==> src/rtl/gfx128_pkg.sv <==
// Shared types and constants for the barycentric factor generator.
package gfx128_pkg;

   typedef enum logic [1:0] {
      IDLE     = 2'd0,
      DIV      = 2'd1,
      WRITE    = 2'd2,
      WAIT_ACK = 2'd3
   } bary_state_t;

   localparam int unsigned POINT_WIDTH = 16;

   function automatic longint unsigned factor_one(input int unsigned pw);
      return 64'd1 << pw;
   endfunction

   localparam longint unsigned FACTOR_ONE = factor_one(POINT_WIDTH);

endpackage

==> src/rtl/gfx128_seq_div.sv <==
// Restoring unsigned divider, one quotient bit per step, quotient shifted in MSB-first.
module gfx128_seq_div #(
   parameter int unsigned W = 16
) (
   input  logic           clk_i,
   input  logic           rst_i,
   input  logic           load_i,
   input  logic           step_i,
   input  logic [2*W-1:0] dividend_i,
   input  logic [2*W-1:0] divisor_i,
   output logic [W-1:0]   quot_o
);

   logic [2*W:0] rem_q, rem_d;
   logic [W-1:0] quot_q, quot_d;
   logic [2*W:0] rem_sh;
   logic         ge;

   always_comb begin
      rem_d  = rem_q;
      quot_d = quot_q;
      rem_sh = {rem_q[2*W-1:0], 1'b0};
      // a carry out of the shift means 2r already exceeds any divisor
      ge     = rem_q[2*W] | (rem_sh >= {1'b0, divisor_i});
      if (load_i) begin
         rem_d = {1'b0, dividend_i};
      end else if (step_i) begin
         if (ge) begin
            rem_d  = rem_sh - {1'b0, divisor_i};
            quot_d = {quot_q[W-2:0], 1'b1};
         end else begin
            rem_d  = rem_sh;
            quot_d = {quot_q[W-2:0], 1'b0};
         end
      end
   end

   always_ff @(posedge clk_i or posedge rst_i) begin
      if (rst_i) begin
         rem_q  <= '0;
         quot_q <= '0;
      end else begin
         rem_q  <= rem_d;
         quot_q <= quot_d;
      end
   end

   assign quot_o = quot_q;

endmodule

==> src/rtl/gfx128_bary_div.sv <==
// Barycentric factor generator: f0 = e0/area, f1 = e1/area in fixed point, with
// a rasterizer-side write/ack consumer and an interpolator-side write/ack producer.
//
// state    | meaning
// IDLE     | waiting for a pixel on write_i
// DIV      | dividers stepping, point_width cycles
// WRITE    | clamp and register factors, raise write_o
// WAIT_ACK | holding result until ack_i, then pulse ack_o
module gfx128_bary_div
   import gfx128_pkg::*;
#(
   parameter int unsigned point_width = POINT_WIDTH
) (
   input  logic                     clk_i,
   input  logic                     rst_i,
   input  logic                     write_i,
   output logic                     ack_o,
   input  logic [point_width-1:0]   x_i,
   input  logic [point_width-1:0]   y_i,
   input  logic [2*point_width-1:0] e0_i,
   input  logic [2*point_width-1:0] e1_i,
   input  logic [2*point_width-1:0] area_i,
   output logic                     write_o,
   input  logic                     ack_i,
   output logic [point_width-1:0]   factor0_o,
   output logic [point_width-1:0]   factor1_o,
   output logic [point_width-1:0]   x_o,
   output logic [point_width-1:0]   y_o,
   output logic                     busy_o
);

   localparam int unsigned PW = point_width;
   localparam int unsigned CW = $clog2(PW + 1);
   localparam logic [PW-1:0] FACTOR_MAX = PW'(factor_one(PW) - 64'd1);

   function automatic logic [2*PW-1:0] mag(input logic [2*PW-1:0] v);
      return v[2*PW-1] ? (~v + 1'b1) : v;
   endfunction

   function automatic logic [PW-1:0] clamp(input logic mis, input logic [2*PW-1:0] e_mag,
                                           input logic [2*PW-1:0] a_mag,
                                           input logic [PW-1:0] quot);
      if (a_mag == '0)         return '0;
      else if (mis)            return '0;
      else if (e_mag >= a_mag) return FACTOR_MAX;
      else                     return quot;
   endfunction

   bary_state_t   state_q, state_d;
   logic [CW-1:0] count_q, count_d;
   logic [PW-1:0] x_q, x_d, y_q, y_d;
   logic [2*PW-1:0] e0_mag_q, e0_mag_d, e1_mag_q, e1_mag_d, area_mag_q, area_mag_d;
   logic          mis0_q, mis0_d, mis1_q, mis1_d;
   logic [PW-1:0] factor0_q, factor0_d, factor1_q, factor1_d;
   logic          write_q, write_d, ack_q, ack_d;
   logic          div_load, div_step;
   logic [PW-1:0] quot0, quot1;

   always_comb begin
      state_d    = state_q;
      count_d    = count_q;
      x_d        = x_q;
      y_d        = y_q;
      e0_mag_d   = e0_mag_q;
      e1_mag_d   = e1_mag_q;
      area_mag_d = area_mag_q;
      mis0_d     = mis0_q;
      mis1_d     = mis1_q;
      factor0_d  = factor0_q;
      factor1_d  = factor1_q;
      write_d    = 1'b0;
      ack_d      = 1'b0;
      div_load   = 1'b0;
      div_step   = 1'b0;
      unique case (state_q)
         IDLE: begin
            if (write_i) begin
               div_load   = 1'b1;
               x_d        = x_i;
               y_d        = y_i;
               e0_mag_d   = mag(e0_i);
               e1_mag_d   = mag(e1_i);
               area_mag_d = mag(area_i);
               mis0_d     = (e0_i[2*PW-1] != area_i[2*PW-1]) && (e0_i != '0);
               mis1_d     = (e1_i[2*PW-1] != area_i[2*PW-1]) && (e1_i != '0);
               count_d    = CW'(PW);
               state_d    = DIV;
            end
         end
         DIV: begin
            div_step = 1'b1;
            count_d  = count_q - 1'b1;
            if (count_q == CW'(1)) state_d = WRITE;
         end
         WRITE: begin
            factor0_d = clamp(mis0_q, e0_mag_q, area_mag_q, quot0);
            factor1_d = clamp(mis1_q, e1_mag_q, area_mag_q, quot1);
            write_d   = 1'b1;
            state_d   = WAIT_ACK;
         end
         WAIT_ACK: begin
            if (ack_i) begin
               ack_d   = 1'b1;
               state_d = IDLE;
            end
         end
         default: state_d = IDLE;
      endcase
   end

   always_ff @(posedge clk_i or posedge rst_i) begin
      if (rst_i) begin
         state_q    <= IDLE;
         count_q    <= '0;
         x_q        <= '0;
         y_q        <= '0;
         e0_mag_q   <= '0;
         e1_mag_q   <= '0;
         area_mag_q <= '0;
         mis0_q     <= 1'b0;
         mis1_q     <= 1'b0;
         factor0_q  <= '0;
         factor1_q  <= '0;
         write_q    <= 1'b0;
         ack_q      <= 1'b0;
      end else begin
         state_q    <= state_d;
         count_q    <= count_d;
         x_q        <= x_d;
         y_q        <= y_d;
         e0_mag_q   <= e0_mag_d;
         e1_mag_q   <= e1_mag_d;
         area_mag_q <= area_mag_d;
         mis0_q     <= mis0_d;
         mis1_q     <= mis1_d;
         factor0_q  <= factor0_d;
         factor1_q  <= factor1_d;
         write_q    <= write_d;
         ack_q      <= ack_d;
      end
   end

   // divisor comes from the latched magnitude, which is stable throughout DIV
   gfx128_seq_div #(.W(PW)) u_div0 (
      .clk_i      (clk_i),
      .rst_i      (rst_i),
      .load_i     (div_load),
      .step_i     (div_step),
      .dividend_i (mag(e0_i)),
      .divisor_i  (area_mag_q),
      .quot_o     (quot0)
   );

   gfx128_seq_div #(.W(PW)) u_div1 (
      .clk_i      (clk_i),
      .rst_i      (rst_i),
      .load_i     (div_load),
      .step_i     (div_step),
      .dividend_i (mag(e1_i)),
      .divisor_i  (area_mag_q),
      .quot_o     (quot1)
   );

   assign write_o   = write_q;
   assign ack_o     = ack_q;
   assign factor0_o = factor0_q;
   assign factor1_o = factor1_q;
   assign x_o       = x_q;
   assign y_o       = y_q;
   assign busy_o    = (state_q != IDLE);

endmodule

==> config.mk <==
export PLATFORM = sky130hd
export DESIGN_NAME = gfx128_bary_div
export DESIGN_NICKNAME = d
export VERILOG_FILES = /design/src/rtl/gfx128_pkg.sv /design/src/rtl/gfx128_seq_div.sv /design/src/rtl/gfx128_bary_div.sv
export SDC_FILE = /design/constraint.sdc
export NUM_CORES = 1
export LEC_CHECK = 0
export CAP_MARGIN = 30
export CORE_ASPECT_RATIO = 1.75
export CORE_UTILIZATION = 50
export CTS_BUF_LIST = sky130_fd_sc_hd__clkbuf_4
export CTS_CLUSTER_SIZE = 10
export DETAILED_ROUTE_END_ITERATION = 6
export GPL_TIMING_DRIVEN = 1
export PLACE_DENSITY = 0.83
export SLEW_MARGIN = 20
export SYNTH_ARGS = -nofsm -noshare
export SYNTH_HDL_FRONTEND = slang
export SYNTH_SLANG_ARGS = --single-unit
==> constraint.sdc <==
create_clock -name clk_i -period 11 [get_ports clk_i]
set_input_delay 1.1 -clock clk_i [delete_from_list [all_inputs] [get_ports clk_i]]
set_output_delay 1.1 -clock clk_i [all_outputs]
set_load 0.05 [all_outputs]
==> summary.txt <==
Power and ir drop
  • Share of power burned in the clock network: 0.115
  • Peak supply drop: a little under 0.0002 V
  • Logic pwr share: 0.646
  • Total Power: 7.655 mW
  • Cell-internal power: 3.897 mW
  • Leakage component of the power: 9.432 nW
  • Sw Share: 0.4909
  • Sequential Power Share: 0.239
  • Switching power of the nets: 3.758 mW
  • Power density normalized to cell area: 364.2 mW/mm2

GRT
  • GRT Resource Usage Total: 0.3023
  • Initial antenna violation count: 1
  • Largest net degree at the start of global routing: between 100 and 150
  • Met1 usage in global routing: 0.3099
  • Grt total ovfl: 0
  • GR met3 Demand/Resource: 0.04781
  • Via count of the first global-routing pass: 16520
  • Wire length of the first global-routing pass: 84380 um
  • Grt peak-use layer: met2
  • Met2 layer usage reported by global route: 0.5375

Yosys
  • Fraction of registers with async set or reset after synthesis: 1.000
  • Register bit total from synthesis: between 200 and 300
  • Synth top area cells: sky130_fd_sc_hd__dfrtp_1 38%, sky130_fd_sc_hd__ha_1 9.7%, sky130_fd_sc_hd__nand2_1 7.0%
  • Area share of the largest cell type after synthesis: 0.3798
  • Post-Synthesis Cell Area: 0.01772 mm2
  • Post-synthesis sequential area ratio: 0.3798
  • Number of distinct standard cells referenced by the synthesized netlist: 73
  • Synth Instances: about 2000
  • Synthesized Nets: 2238
  • Synthesis Warnings: 0
  • Number of enable flip-flop cells after synthesis: 0
  • Post-synth top flop: sky130_fd_sc_hd__dfrtp_1
  • Average size of a mapped cell: 9.014 um2
  • Cell accounting for the most synthesized area: sky130_fd_sc_hd__dfrtp_1

CTS
  • Post-CTS Setup Repair Bufs: 0
  • Clock transition at path regs: 0.06 ns
  • Resized cells post-CTS: 0
  • H-tree depth reported by CTS: 3
  • Cell at the root of the clock tree: sky130_fd_sc_hd__clkbuf_4
  • CTS tree: done
  • Hold_buf cts: 0
  • Clock insertion delay at the later pin of the skew report: 0.80 ns
  • Sinks on Clock Net: 269
  • TritonCTS buffer count: 68
  • Number of buffers between clock root and the deepest sink: 3

STA
  • Sum of negative setup slack: 0 ns
  • Worst slew margin relative to its limit: 0.3549
  • Least-Margin Pin Slew: 0.9663 ns
  • Worst clock skew: between 0.06 and 0.07 ns
  • Number of failing setup endpoints in the final timing report: 0
  • Final hold violations: 0
  • Final period util: 0.3728
  • Period minus WS final: 4.101 ns
  • Number of max-slew violations in the final report: 0
  • Fmax: approximately 240 MHz
  • RSZ-0062 raised after global routing: false

Worst setup path
  • Reg2reg setup slack: 6.90 ns
  • Type of the worst setup path: flip-flop to flip-flop
  • Length in cells of the worst reg-to-reg path: 12
  • Critical Path AT: 4.77 ns
  • Critical path capture point type: flip-flop
  • Worst-path maximum fanout: 20
  • Required arrival time at the worst endpoint: 11.67 ns
  • Worst Setup Start Kind: flip-flop

Place
  • Final RePlAce weighted congestion: 0.9764
  • HPWL reported at the end of detailed placement: 39410 um
  • IO Port Bufs: 198

Routing
  • Via total after detailed routing: 16230
  • Number of nets with antenna violations after routing: 0
  • Number of vias per cell after detailed routing: 6.102
  • Final routed wire length divided by cell count: between 20 and 25 um
  • Drt initial violations: 977
  • DRC errors left: 0
  • Overall routed net length: 53350 um
  • Number of iterations in the first detailed-routing pass: 5

Min path
  • Hold path depth: 2
  • Worst min-delay path category: flip-flop to flip-flop

Layout
  • Commonest non-fill, non-tap cell in the layout: sky130_fd_sc_hd__nand2_1
  • Layout cells sized above 1: 0.08322
  • Footprint of the multi-input gates: 0.01044 mm2
  • Filler Cell Count: 3024
  • Number of nets at the end of the flow: 2433
  • Leading cell types in the layout, fill and taps excluded: 328 x sky130_fd_sc_hd__nand2_1, 269 x sky130_fd_sc_hd__dfrtp_1, 197 x sky130_fd_sc_hd__clkdlybuf4s50_1
  • Area taken by flip-flops and latches: 0.006731 mm2
  • Layout Area Growth over Synthesis: 18.59%

Status
  • Status: finished, final reports clean

Floorplanning
  • Effective utilization at floorplan: 0.5110
  • Number of I/O pins: 199
  • Core Box Area: roughly 0.035 mm2
  • Height of the die: 251.1 um
  • Die area: 0.03623 mm2
  • Cell Rows: 90
  • Width of the chip: 144.3 um

Job
  • Total of max-cap violations: 0
cells in the mapped netlist (6+ instances only):
cell type / instances
sky130_fd_sc_hd__clkbuf_1: 80
sky130_fd_sc_hd__o21ai_0: 129
sky130_fd_sc_hd__a21o_1: 67
sky130_fd_sc_hd__o21bai_1: 10
sky130_fd_sc_hd__mux2i_1: 47
sky130_fd_sc_hd__nand3_1: 19
sky130_fd_sc_hd__a221oi_1: 6
sky130_fd_sc_hd__nor4_1: 21
sky130_fd_sc_hd__o22ai_1: 6
sky130_fd_sc_hd__or4_1: 9
sky130_fd_sc_hd__nand4_1: 20
sky130_fd_sc_hd__xor2_1: 78
sky130_fd_sc_hd__nor2b_1: 19
sky130_fd_sc_hd__nor3_1: 13
sky130_fd_sc_hd__a31oi_1: 32
sky130_fd_sc_hd__and3_1: 13
sky130_fd_sc_hd__a221o_1: 17
sky130_fd_sc_hd__nand2_1: 330
sky130_fd_sc_hd__or3_1: 10
sky130_fd_sc_hd__o41ai_1: 13
sky130_fd_sc_hd__o221ai_1: 23
sky130_fd_sc_hd__buf_1: 8
sky130_fd_sc_hd__o211ai_1: 7
sky130_fd_sc_hd__and2_1: 7
sky130_fd_sc_hd__o21ai_1: 18
sky130_fd_sc_hd__a311oi_1: 6
sky130_fd_sc_hd__ha_1: 138
sky130_fd_sc_hd__a32oi_1: 16
sky130_fd_sc_hd__xnor2_1: 61
sky130_fd_sc_hd__nor2_1: 100
sky130_fd_sc_hd__a21oi_1: 112
sky130_fd_sc_hd__nand2b_1: 16
sky130_fd_sc_hd__o31ai_1: 31
sky130_fd_sc_hd__inv_1: 66
sky130_fd_sc_hd__mux2_2: 34
sky130_fd_sc_hd__or2_2: 9
sky130_fd_sc_hd__dfrtp_1: 269
sky130_fd_sc_hd__a211oi_1: 7
sky130_fd_sc_hd__o21a_1: 29
registers in the layout, summed over array words and instances, names as in the netlist, 32 cells and up:
signal and count:
u_div0.rem_q 33, e0_mag_q 32, area_mag_q 32, e1_mag_q 32
u_div1.rem_q 33
layout make-up:
type,instances,share of cell area
multi-input combinational,1540,0.4969
sequential,269,0.3203
timing repair buffer,215,0.1030
clock buffer,94,0.03358
tap,460,0.02739
inverter,67,0.01232
clock inverter,14,0.006370
antenna,1,0.0001191
cell families (layout without fill, tap and decap cells):
family | count (synthesis) | after routing | share of synthesized area
and+or+nand+nor | 609 | 609 | 0.1572
AOI/OAI and AO/OA | 571 | 571 | 0.2130
DFF | 269 | 269 | 0.3798
buffers and inverters | 157 | 390 | 0.03339
adders and majority gates | 140 | 140 | 0.09969
xor gates and xnor gates | 139 | 139 | 0.06870
muxes | 81 | 81 | 0.04815
other | 0 | 1 | 0
critical path, cell delays in order, from the launching register on:
cell	delay, ns
sky130_fd_sc_hd__dfrtp_1	0.57
sky130_fd_sc_hd__inv_1	0.19
sky130_fd_sc_hd__ha_1	0.36
sky130_fd_sc_hd__nor2b_1	0.16
sky130_fd_sc_hd__o21bai_1	0.30
sky130_fd_sc_hd__a31oi_1	0.21
sky130_fd_sc_hd__o2111a_1	0.31
sky130_fd_sc_hd__o211ai_1	0.27
sky130_fd_sc_hd__a21oi_1	0.24
sky130_fd_sc_hd__nor2_4	0.62
sky130_fd_sc_hd__buf_16	0.25
sky130_fd_sc_hd__mux2_2	0.35
sky130_fd_sc_hd__o21ai_0	0.15
layer usage:
layer / vias up / routed length, um / part of all wire
met5: - / 0 / 0
met2: 631 / 27320 / 0.51
met3: 192 / 2914 / 0.055
li1: 7542 / - / -
met1: 7867 / 19050 / 0.36
met4: 0 / 4065 / 0.076
final timing paths:
path                          startpoint         endpoint
setup / recovery           area_mag_q[1]  u_div1.rem_q[1]
hold / removal                    y_o[7]           y_o[7]
setup reg to reg           area_mag_q[1]  u_div1.rem_q[1]
hold reg to reg                   y_o[7]           y_o[7]
max in group asynchronous          rst_i    factor0_o[15]
min in group asynchronous          rst_i          write_o
power by group through the flow:
stage	Combinational, mW	Clock, mW	Sequential [mW]
6_report	4.94	0.883	1.83
2_1_floorplan	3.20	0	2.11
3_5_place_dp	4.86	0	1.83
4_1_cts	4.89	0.899	1.82
3_3_place_gp	4.70	0	1.81
5_1_grt	5.38	0.945	1.88
per-stage QoR:
stage / util / worst slack (ns) / area, um2 / std cells / hold slack [ns]
after global placement: 0.5788 / 6.789 / 20070 / 2545 / 0.4574
after detailed placement: 0.5804 / 6.700 / 20130 / 2549 / 0.4620
final: 0.6060 / 6.899 / 21020 / 2660 / 0.4707
after floorplan: - / 2.490 / 17720 / 1966 / 0.4425
after CTS: 0.6047 / 6.977 / 20970 / 2657 / 0.4772
after global routing: 0.6060 / 6.668 / 21020 / 2660 / 0.4998
No activity file was read; power rests on OpenSTA's default activity.
